**config.mk**
```make
export PLATFORM = sky130hd
export DESIGN_NAME = gshare_ctrl
export DESIGN_NICKNAME = d
export VERILOG_FILES = /design/src/rtl/gshare_ctrl.sv
export SDC_FILE = /design/constraint.sdc
export NUM_CORES = 1
export LEC_CHECK = 0
export ABC_AREA = 1
export CORE_ASPECT_RATIO = 0.8
export CORE_MARGIN = 2
export CORE_UTILIZATION = 55
export CTS_CLUSTER_SIZE = 12
export DETAILED_ROUTE_END_ITERATION = 12
export PLACE_DENSITY_LB_ADDON = 0.2
export SETUP_SLACK_MARGIN = 0.4
export SYNTH_ARGS = -nofsm -noshare
export SYNTH_HDL_FRONTEND = slang
export SYNTH_SLANG_ARGS = --single-unit
```
**constraint.sdc**
```tcl
create_clock -name clk -period 3.41 [get_ports clk]
set_input_delay 0.5115 -clock clk [delete_from_list [all_inputs] [get_ports clk]]
set_output_delay 0.5115 -clock clk [all_outputs]
set_load 0.05 [all_outputs]
```
**src/rtl/gshare_ctrl.sv**
```systemverilog
// gshare_ctrl: training and sequencing controller for a 4-bit-history gshare predictor.
// Owns the 2-bit counter table and the in-flight queue, and flushes predictor history after reset.
module gshare_ctrl #(
  parameter int DEPTH = 4,
  parameter int CNT_W = 8
) (
  input  logic             clk,
  input  logic             rst_n,
  input  logic             pred_req,
  input  logic [3:0]       pred_adrs,
  output logic             pred_rdy,
  output logic             pred_vld,
  output logic             pred_taken,
  input  logic             res_valid,
  input  logic             res_taken,
  input  logic             prdbit,
  output logic [3:0]       ctl_adrs,
  output logic             ctl_brnch,
  output logic             ctl_shft,
  output logic             ctl_in,
  output logic [15:0]      ctl_sram,
  output logic [CNT_W-1:0] mispred_cnt,
  output logic             err
);

  localparam int PTR_W  = $clog2(DEPTH);
  localparam int CNTQ_W = PTR_W + 1;
  localparam logic [CNTQ_W-1:0] DEPTH_C = CNTQ_W'(DEPTH);

  typedef enum logic {
    ST_INIT = 1'b0,
    ST_RUN  = 1'b1
  } state_e;

  state_e             state_q, state_d;
  logic [1:0]         init_cnt_q, init_cnt_d;
  logic [3:0]         ghist_q, ghist_d;
  logic [1:0]         ctr_q [16];
  logic [1:0]         ctr_d [16];
  logic [4:0]         fifo_q [DEPTH];
  logic [4:0]         fifo_d [DEPTH];
  logic [PTR_W-1:0]   wr_ptr_q, wr_ptr_d;
  logic [PTR_W-1:0]   rd_ptr_q, rd_ptr_d;
  logic [CNTQ_W-1:0]  count_q, count_d;
  logic               pred_vld_q, pred_vld_d;
  logic [CNT_W-1:0]   mispred_q, mispred_d;
  logic               err_q, err_d;

  logic               push_s;
  logic               pop_s;
  logic [3:0]         req_idx_s;
  logic [3:0]         res_idx_s;
  logic               res_bit_s;

  assign push_s     = pred_req & pred_rdy;
  assign pop_s      = res_valid & (state_q == ST_RUN) & (count_q != {CNTQ_W{1'b0}});
  assign req_idx_s  = pred_adrs ^ ghist_q;
  assign res_idx_s  = fifo_q[rd_ptr_q][4:1];
  assign res_bit_s  = fifo_q[rd_ptr_q][0];

  assign ctl_adrs    = pred_adrs;
  assign ctl_brnch   = push_s;
  assign ctl_in      = pop_s & res_taken;
  assign pred_vld    = pred_vld_q;
  assign pred_taken  = pred_vld_q & prdbit;
  assign mispred_cnt = mispred_q;
  assign err         = err_q;

  // Expose the MSB of every counter as the predictor's sram vector
  always_comb begin
    for (int i = 0; i < 16; i++) begin
      ctl_sram[i] = ctr_q[i][1];
    end
  end

  // FSM state register
  always_ff @(posedge clk) begin
    if (!rst_n) begin
      state_q    <= ST_INIT;
      init_cnt_q <= 2'd0;
    end else begin
      state_q    <= state_d;
      init_cnt_q <= init_cnt_d;
    end
  end

  // FSM next state and control outputs; INIT shifts four zeros into the history
  always_comb begin
    state_d    = state_q;
    init_cnt_d = init_cnt_q;
    pred_rdy   = 1'b0;
    ctl_shft   = 1'b0;
    case (state_q)
      ST_INIT: begin
        ctl_shft   = 1'b1;
        init_cnt_d = init_cnt_q + 2'd1;
        if (init_cnt_q == 2'd3) begin
          state_d = ST_RUN;
        end else begin
          state_d = ST_INIT;
        end
      end
      ST_RUN: begin
        pred_rdy = (count_q < DEPTH_C);
        ctl_shft = pop_s;
      end
      default: begin
        state_d = ST_INIT;
      end
    endcase
  end

  // Datapath registers: history, counter table, queue and status
  always_ff @(posedge clk) begin
    if (!rst_n) begin
      ghist_q <= 4'd0;
      for (int i = 0; i < 16; i++) begin
        ctr_q[i] <= 2'b01;
      end
      for (int i = 0; i < DEPTH; i++) begin
        fifo_q[i] <= 5'd0;
      end
      wr_ptr_q   <= {PTR_W{1'b0}};
      rd_ptr_q   <= {PTR_W{1'b0}};
      count_q    <= {CNTQ_W{1'b0}};
      pred_vld_q <= 1'b0;
      mispred_q  <= {CNT_W{1'b0}};
      err_q      <= 1'b0;
    end else begin
      ghist_q    <= ghist_d;
      ctr_q      <= ctr_d;
      fifo_q     <= fifo_d;
      wr_ptr_q   <= wr_ptr_d;
      rd_ptr_q   <= rd_ptr_d;
      count_q    <= count_d;
      pred_vld_q <= pred_vld_d;
      mispred_q  <= mispred_d;
      err_q      <= err_d;
    end
  end

  // Push/pop, counter training and mispredict accounting; the stored bit is the pre-train MSB
  always_comb begin
    ghist_d    = ghist_q;
    ctr_d      = ctr_q;
    fifo_d     = fifo_q;
    wr_ptr_d   = wr_ptr_q;
    rd_ptr_d   = rd_ptr_q;
    count_d    = count_q;
    pred_vld_d = push_s;
    mispred_d  = mispred_q;
    err_d      = err_q;

    if (push_s) begin
      fifo_d[wr_ptr_q] = {req_idx_s, ctr_q[req_idx_s][1]};
      wr_ptr_d         = wr_ptr_q + PTR_W'(1);
    end else begin
      wr_ptr_d = wr_ptr_q;
    end

    if (pop_s) begin
      rd_ptr_d = rd_ptr_q + PTR_W'(1);
      if (res_taken && (ctr_q[res_idx_s] != 2'b11)) begin
        ctr_d[res_idx_s] = ctr_q[res_idx_s] + 2'b01;
      end else if (!res_taken && (ctr_q[res_idx_s] != 2'b00)) begin
        ctr_d[res_idx_s] = ctr_q[res_idx_s] - 2'b01;
      end else begin
        ctr_d[res_idx_s] = ctr_q[res_idx_s];
      end
      if ((res_taken != res_bit_s) && (mispred_q != {CNT_W{1'b1}})) begin
        mispred_d = mispred_q + CNT_W'(1);
      end else begin
        mispred_d = mispred_q;
      end
    end else begin
      rd_ptr_d = rd_ptr_q;
    end

    case ({push_s, pop_s})
      2'b10:   count_d = count_q + CNTQ_W'(1);
      2'b01:   count_d = count_q - CNTQ_W'(1);
      default: count_d = count_q;
    endcase

    if (ctl_shft) begin
      ghist_d = {ghist_q[2:0], ctl_in};
    end else begin
      ghist_d = ghist_q;
    end

    if (res_valid && !pop_s) begin
      err_d = 1'b1;
    end else begin
      err_d = err_q;
    end
  end

endmodule

```
==> results of run 1 <==
-- worst min path at each step --
stage                  startpoint            end  slack [ns]  depth (start not counted)
global placement    init_cnt_q[0]  init_cnt_q[0]        0.44                          1
finish              init_cnt_q[0]  init_cnt_q[0]        0.46                          1
global route        init_cnt_q[0]  init_cnt_q[0]        0.48                          1
CTS                 init_cnt_q[0]  init_cnt_q[0]        0.46                          1
floorplan           init_cnt_q[0]  init_cnt_q[0]        0.43                          1
detailed placement  init_cnt_q[0]  init_cnt_q[0]        0.45                          1
-- placed cells by master, fill, tap and decap left out, types with 3 or more instances in the layout --
| master | n |
|---|---|
| sky130_fd_sc_hd__ha_1 | 9 |
| sky130_fd_sc_hd__clkdlybuf4s50_1 | 43 |
| sky130_fd_sc_hd__or2_2 | 8 |
| sky130_fd_sc_hd__inv_1 | 82 |
| sky130_fd_sc_hd__clkbuf_8 | 10 |
| sky130_fd_sc_hd__nand4_1 | 8 |
| sky130_fd_sc_hd__o21ai_0 | 53 |
| sky130_fd_sc_hd__nand2_2 | 4 |
| sky130_fd_sc_hd__a21oi_2 | 10 |
| sky130_fd_sc_hd__o21ai_2 | 3 |
| sky130_fd_sc_hd__nand3b_1 | 7 |
| sky130_fd_sc_hd__nor3_1 | 7 |
| sky130_fd_sc_hd__xnor2_1 | 3 |
| sky130_fd_sc_hd__nand2_1 | 127 |
| sky130_fd_sc_hd__nor2_1 | 93 |
| sky130_fd_sc_hd__nand2_4 | 4 |
| sky130_fd_sc_hd__o21bai_1 | 3 |
| sky130_fd_sc_hd__o31ai_1 | 4 |
| sky130_fd_sc_hd__dfxtp_1 | 74 |
| sky130_fd_sc_hd__buf_4 | 12 |
| sky130_fd_sc_hd__a21oi_1 | 55 |
| sky130_fd_sc_hd__o211ai_1 | 5 |
| sky130_fd_sc_hd__nand3_1 | 83 |
-- registers in the layout, indices dropped and copies added, names as in the netlist --
signal	flops
ghist_q	4
count_q	3
state_q	1
wr_ptr_q	2
ctl_sram	16
rd_ptr_q	2
fifo_q	20
init_cnt_q	2
ctr_q	16
err	1
mispred_cnt	8
pred_vld	1
-- final cells by class --
| class | instances | area share (%) |
|---|---|---|
| Clock buffer | 11 | 2.68 |
| Inverter | 86 | 6.11 |
| Sequential cell | 76 | 28.9 |
| Clock inverter | 4 | 1.40 |
| Multi-Input combinational cell | 498 | 47.9 |
| Tap cell | 108 | 2.56 |
| Timing Repair Buffer | 57 | 10.4 |
-- report_power, final --
| group | leakage (nW) | internal, mW | switching (mW) |
|---|---|---|---|
| clock | 0.109 | 0.429 | 0.344 |
| sequential | 0.615 | 0.901 | 0.00997 |
| combinational | 1.52 | 0.0781 | 0.172 |
-- through the flow --
step	utilization, %	cells	cell area (sq um)
3_3_place_gp	61.8	819	4980
5_1_grt	65.6	840	5280
3_5_place_dp	61.8	819	4980
6_report	65.6	840	5280
4_1_cts	64.6	834	5200
2_1_floorplan	-	708	4650
-- cell families (layout without fill, tap and decap cells) --
| family | Yosys count | after routing | synth area share, % |
|---|---|---|---|
| AND/OR/NAND/NOR | 348 | 348 | 33.5 |
| AO/OA/AOI/OAI | 136 | 136 | 16.5 |
| buffers and inverters | 134 | 158 | 13.6 |
| flip-flops | 76 | 76 | 32.7 |
| adder cells (fa/ha/maj) | 10 | 10 | 2.85 |
| XOR/XNOR | 4 | 4 | 0.753 |
-- repair_timing --
action / in CTS / in global routing
setup buffers: 0 / 6
resized for setup: 3 / 7
setup endpoints to repair: 30 / 30
pin swaps: 0 / 1
-- per-layer routing --
| layer | global-route usage [%] | wire length [um] | vias to the layer above |
|---|---|---|---|
| met1 | 40.1 | 5820 | 2132 |
| met3 | 5.56 | 1130 | 40 |
| met5 | 0 | 0 | - |
| met2 | 44.4 | 5410 | 227 |
| li1 | - | - | 2329 |
| met4 | 8.03 | 278 | 0 |
==> flow_metrics.env, run 1 <==
export IMPL_post_synth_top_count_cell="sky130_fd_sc_hd__nand2_1"
export IMPL_synth_edff_count=0
export IMPL_cp_slowest_stage_delay_ns=0.85
export IMPL_timing_max_slew_rel_slack_pct=31.0
export IMPL_cp_num_cells=5
export IMPL_route_detailed_drc=0
export IMPL_place_worst_setup_slack_ns=0.128
export IMPL_total_of_flip_flops_plus_latches_after_synthesis=76
export IMPL_hpwl_um=8860
export IMPL_route_antenna_remaining_nets=0
export IMPL_avgSynthCellArea_sq_um=6.57
export IMPL_timing_critical_path_fanout_max=2
export IMPL_post_synth_most_frequent_cells="sky130_fd_sc_hd__nand2_1 (128), sky130_fd_sc_hd__nor2_1 (93), sky130_fd_sc_hd__nand3_1 (83)"
export IMPL_dominantRegCellSynth="sky130_fd_sc_hd__dfxtp_1"
export IMPL_timing_reg2reg_worst_path_depth=17
export IMPL_clk_insertion_delay_late_ns=0.36
export IMPL_hold_viol=0
export IMPL_rsz0062_at_grt="no"
export IMPL_initial_antenna_violation_count=0
export IMPL_share_of_final_layout_standard_cells_stronger_than_drive_strength_1_pct=9.15
export IMPL_largest_net_degree_at_the_start_of_global_routing=53
export IMPL_fin_tns_setup_ns=0
export IMPL_synth_area_sq_mm=0.00465
export IMPL_clock_root_buffer="sky130_fd_sc_hd__clkbuf_8"
export IMPL_setup_viol=0
export IMPL_area_sequential_sq_mm=0.00153
export IMPL_worstReg2RegEnd="ctl_sram[11]"
export IMPL_worst_path_max_delay_cell="sky130_fd_sc_hd__clkdlybuf4s50_1"
export IMPL_wl_um=12600
export IMPL_initial_core_util_pct=57.8
export IMPL_path_clk_slew_ns=0.08
export IMPL_path_cells="clkdlybuf4s50_1 -> nand2_1 -> a31o_2 -> nor2_1 -> clkdlybuf4s50_1"
export IMPL_fin_total_pwr_mw=1.93
export IMPL_cts_buffer_depth=2
export IMPL_design_portCount=45
export IMPL_arrival_ns=2.32
export IMPL_setup_ws_ns=0.577
export IMPL_drt_first_pass_iters=5
export IMPL_max_cap_violations=0
export IMPL_worst_path_buf_inv=2
export IMPL_synth_nets=728
export IMPL_multi_input_area_sq_mm=0.00253
export IMPL_timing_final_crit_period_ns=2.83
export IMPL_port_buffers=44
export IMPL_crit_reg2reg_launch="rd_ptr_q[0]"
export IMPL_yosys_area_top_type_share_pct=32.7
export IMPL_global_route_wire_length_before_repair_um=20800
export IMPL_async_flop_share_pct=0
export IMPL_routedWlPerCell_um=15.1
export IMPL_rows=29
export IMPL_finish_net_count=748
export IMPL_worstSetupStartpointType="primary input"
export IMPL_achievable_frequency_mhz=353
export IMPL_critical_path_top_delay_family="buffers and inverters"
export IMPL_cts_tree="done"
export IMPL_antenna_diode_count=0
export IMPL_p_leak_nw=2.24
export IMPL_power_density_cell_area_mw_per_mm2=366
export IMPL_slew_viol_final=0
export IMPL_gpl_final_weighted_congestion=0.948
export IMPL_grt_usage_pct=28.4
export IMPL_crit_required_ns=2.90
export IMPL_critical_path_source="res_valid"
export IMPL_dieHeight_um=86.3
export IMPL_count_of_h_tree_levels_built_during_cts=3
export IMPL_synth_area_leader_cell="sky130_fd_sc_hd__dfxtp_1"
export IMPL_gr_total_overflow=0
export IMPL_hold_worst_slack_ns=0.456
export IMPL_netlist_top_cells_area="sky130_fd_sc_hd__dfxtp_1 (33%), sky130_fd_sc_hd__nand2_1 (10%), sky130_fd_sc_hd__nand3_1 (8.9%)"
export IMPL_hold_path_class="flop to flop"
export IMPL_initialDrtViolationCount=454
export IMPL_final_min_period_over_clock_period_pct=83.1
export IMPL_die_w_um=107
export IMPL_final_setup_skew_ns=0.0101
export IMPL_first_global_vias=4293
export IMPL_number_of_buffers_inserted_for_hold_repair_after_clock_tree_synthesis=0
export IMPL_worst_path_most_repeated_cell="sky130_fd_sc_hd__clkdlybuf4s50_1"
export IMPL_outcome="finished clean"
export IMPL_synthesis_yosys_warnings=0
export IMPL_post_synth_inst_count=708
export IMPL_area_of_the_core_sq_mm=0.00806
export IMPL_post_synth_num_cell_types=36
export IMPL_ir_worst_vdd_mv=0.347
export IMPL_seq_area_frac_synth_pct=32.7
export IMPL_cts_sinks=76
export IMPL_fill_cells=736
export IMPL_die_area_sq_mm=0.00921
export IMPL_reg2reg_slack_ns=0.58
export IMPL_cp_endpoint="ctl_in"
export IMPL_crit_path_end_kind="primary output"
export IMPL_numCtsBuffers=9
export IMPL_timing_worst_slew_pin_value_ns=1.03
export IMPL_route_detailed_vias_per_inst=5.63
export IMPL_vias=4728
export IMPL_syn_to_final_growth_pct=13.6
export IMPL_crit_type="primary input to primary output"
Power figures use the tool's default switching activity.
==> run 2: changes to the inputs <==
--- a/config.mk
+++ b/config.mk
@@ -8,7 +8,7 @@
 export ABC_AREA = 1
 export CORE_ASPECT_RATIO = 0.8
 export CORE_MARGIN = 2
-export CORE_UTILIZATION = 55
+export CORE_UTILIZATION = 52
 export CTS_CLUSTER_SIZE = 12
 export DETAILED_ROUTE_END_ITERATION = 12
 export PLACE_DENSITY_LB_ADDON = 0.2
==> constraint.sdc (replaced) <==
create_clock -name clk -period 2.6 [get_ports clk]
set_input_delay 0.39 -clock clk [delete_from_list [all_inputs] [get_ports clk]]
set_output_delay 0.39 -clock clk [all_outputs]
set_load 0.05 [all_outputs]
==> run 2 against run 1 <==
Against the previous run: worst setup slack lost 0.42 ns; cell count is 3.6% higher; wire length up 9.1%; sequential share of layout area is 3.2 points lower; design area grew 13%; clock-buffer cell count up 1; via count increased by 4.0%; utilization is 3.6 points higher; critical endpoint is now ctl_sram[2].
==> flow_metrics.env, run 2 (same netlist as run 1, synthesis figures left out) <==
export IMPL_final_min_period_over_clock_period_pct=94.0
export IMPL_cp_slowest_stage_delay_ns=0.39
export IMPL_cts_sinks=76
export IMPL_rows=30
export IMPL_crit_path_end_kind="flop"
export IMPL_timing_critical_path_fanout_max=7
export IMPL_path_clk_slew_ns=0.08
export IMPL_timing_worst_slew_pin_value_ns=0.859
export IMPL_power_density_cell_area_mw_per_mm2=418
export IMPL_slew_viol_final=0
export IMPL_share_of_final_layout_standard_cells_stronger_than_drive_strength_1_pct=22.2
export IMPL_timing_final_crit_period_ns=2.44
export IMPL_clock_root_buffer="sky130_fd_sc_hd__clkbuf_8"
export IMPL_critical_path_top_delay_family="simple AND/OR/NAND/NOR gates"
export IMPL_arrival_ns=2.69
export IMPL_die_area_sq_mm=0.00972
export IMPL_p_leak_nw=2.53
export IMPL_area_of_the_core_sq_mm=0.00860
export IMPL_port_buffers=44
export IMPL_finish_net_count=773
export IMPL_setup_viol=0
export IMPL_worst_hold_path_endpoint="init_cnt_q[0]"
export IMPL_initialDrtViolationCount=366
export IMPL_timing_reg2reg_worst_path_depth=16
export IMPL_numCtsBuffers=9
export IMPL_route_detailed_drc=0
export IMPL_fill_cells=713
export IMPL_fin_total_pwr_mw=2.49
export IMPL_die_w_um=110
export IMPL_count_of_h_tree_levels_built_during_cts=3
export IMPL_cts_tree="done"
export IMPL_timing_max_slew_rel_slack_pct=42.7
export IMPL_gr_total_overflow=0
export IMPL_worst_path_max_delay_cell="sky130_fd_sc_hd__dfxtp_4"
export IMPL_worstReg2RegEnd="ctl_sram[2]"
export IMPL_max_cap_violations=0
export IMPL_ir_worst_vdd_mv=0.335
export IMPL_layout_cells_most_common="sky130_fd_sc_hd__nand2_1"
export IMPL_crit_type="flop to flop"
export IMPL_crit_required_ns=2.85
export IMPL_path_cells="buf_6 -> nand2_4 -> nand2_4 -> o21ai_4 -> nor2_4 -> buf_6 -> nand3_2 -> nand2_1 -> nor2_2 -> inv_2 -> ha_4 -> nor2_4 -> clkinv_4 -> or2_4 -> nand2_8 -> a21oi_2"
export IMPL_setup_ws_ns=0.157
export IMPL_outcome="finished clean"
export IMPL_hold_path_cell_count=1
export IMPL_antenna_diode_count=0
export IMPL_numPlacedInstances=835
export IMPL_routedWlPerCell_um=15.9
export IMPL_hold_path_class="flop to flop"
export IMPL_clk_insertion_delay_late_ns=0.36
export IMPL_syn_to_final_growth_pct=27.9
export IMPL_initial_antenna_violation_count=0
export IMPL_worstSetupStartpointType="flop"
export IMPL_reg2reg_slack_ns=0.16
export IMPL_grt_usage_pct=30.1
export IMPL_hold_worst_slack_ns=0.474
export IMPL_dieHeight_um=88.6
export IMPL_route_antenna_remaining_nets=0
export IMPL_initial_core_util_pct=54.1
export IMPL_final_util_pct=69.2
export IMPL_design_portCount=45
export IMPL_global_route_wire_length_before_repair_um=22600
export IMPL_cts_buffer_depth=2
export IMPL_first_global_vias=4707
export IMPL_layout_common_cells="sky130_fd_sc_hd__nand2_1 (114), sky130_fd_sc_hd__nor2_1 (86), sky130_fd_sc_hd__dfxtp_1 (74)"
export IMPL_final_setup_skew_ns=0.00714
export IMPL_place_worst_setup_slack_ns=-0.0412
export IMPL_rsz0062_at_grt="yes"
export IMPL_post_layout_nonfiller_instances=870
export IMPL_vias=4916
export IMPL_wl_um=13800
export IMPL_gpl_final_weighted_congestion=0.959
export IMPL_hold_viol=0
export IMPL_achievable_frequency_mhz=409
export IMPL_hpwl_um=9290
export IMPL_number_of_buffers_inserted_for_hold_repair_after_clock_tree_synthesis=0
export IMPL_largest_register_ffs=20
export IMPL_min_delay_start="init_cnt_q[0]"
export IMPL_worst_path_buf_inv=4
export IMPL_drt_first_pass_iters=5
export IMPL_crit_reg2reg_launch="rd_ptr_q[0]"
export IMPL_route_detailed_vias_per_inst=5.65
export IMPL_largest_register="fifo_q"
export IMPL_largest_net_degree_at_the_start_of_global_routing=53
-- run 2: final cells by class --
type                            count  area (sq um)  share of cell area [%]
Tap cell                          112           140                    2.36
Clock buffer                       12           165                    2.78
Multi-Input combinational cell    503          2970                    49.9
Clock inverter                      4          22.5                   0.379
Timing Repair Buffer               77           779                    13.1
Inverter                           86           349                    5.87
Sequential cell                    76          1530                    25.7
-- run 2: how the worst max path moves through the flow --
stage                             from            to  slack (ns)  cells past startpoint
after floorplan            rd_ptr_q[0]     ctr_q[14]        0.26                     19
after global placement    pred_adrs[0]    fifo_q[15]        0.03                     10
after detailed placement  pred_adrs[0]    fifo_q[15]       -0.04                     10
after CTS                  rd_ptr_q[0]   ctl_sram[2]        0.21                     17
after global routing       rd_ptr_q[0]  ctl_sram[11]        0.06                     17
final                      rd_ptr_q[0]   ctl_sram[2]        0.16                     16
-- run 2: repair_timing --
item | CTS | global route
pin swaps | 22 | 8
gates cloned | 5 | 0
endpoints found under the hold margin | 0 | 0
gates resized for setup | 48 | 26
endpoints found under the setup margin | 37 | 40
buffers inserted | 12 | 2
-- run 2: layer usage --
metal / vias up / GRT usage (%) / wire (um)
li1: 2388 / - / -
met1: 2256 / 41.5 / 6120
met2: 239 / 46.5 / 6010
met3: 33 / 7.22 / 1410
met4: 0 / 10.1 / 248
met5: - / 0 / 0
-- run 2: report_power, final --
part	internal (mW)	total, mW	switching [mW]	leakage [nW]
sequential	1.18	1.20	0.0134	0.615
combinational	0.152	0.420	0.268	1.82
clock	0.420	0.872	0.452	0.0982
-- run 2: metrics by stage --
step / cell area, sq um / setup TNS (ns)
floorplan: 4900 / 0
global placement: 5280 / 0
detailed placement: 5280 / -0.0977
CTS: 5850 / 0
global route: 5950 / 0
finish: 5950 / 0
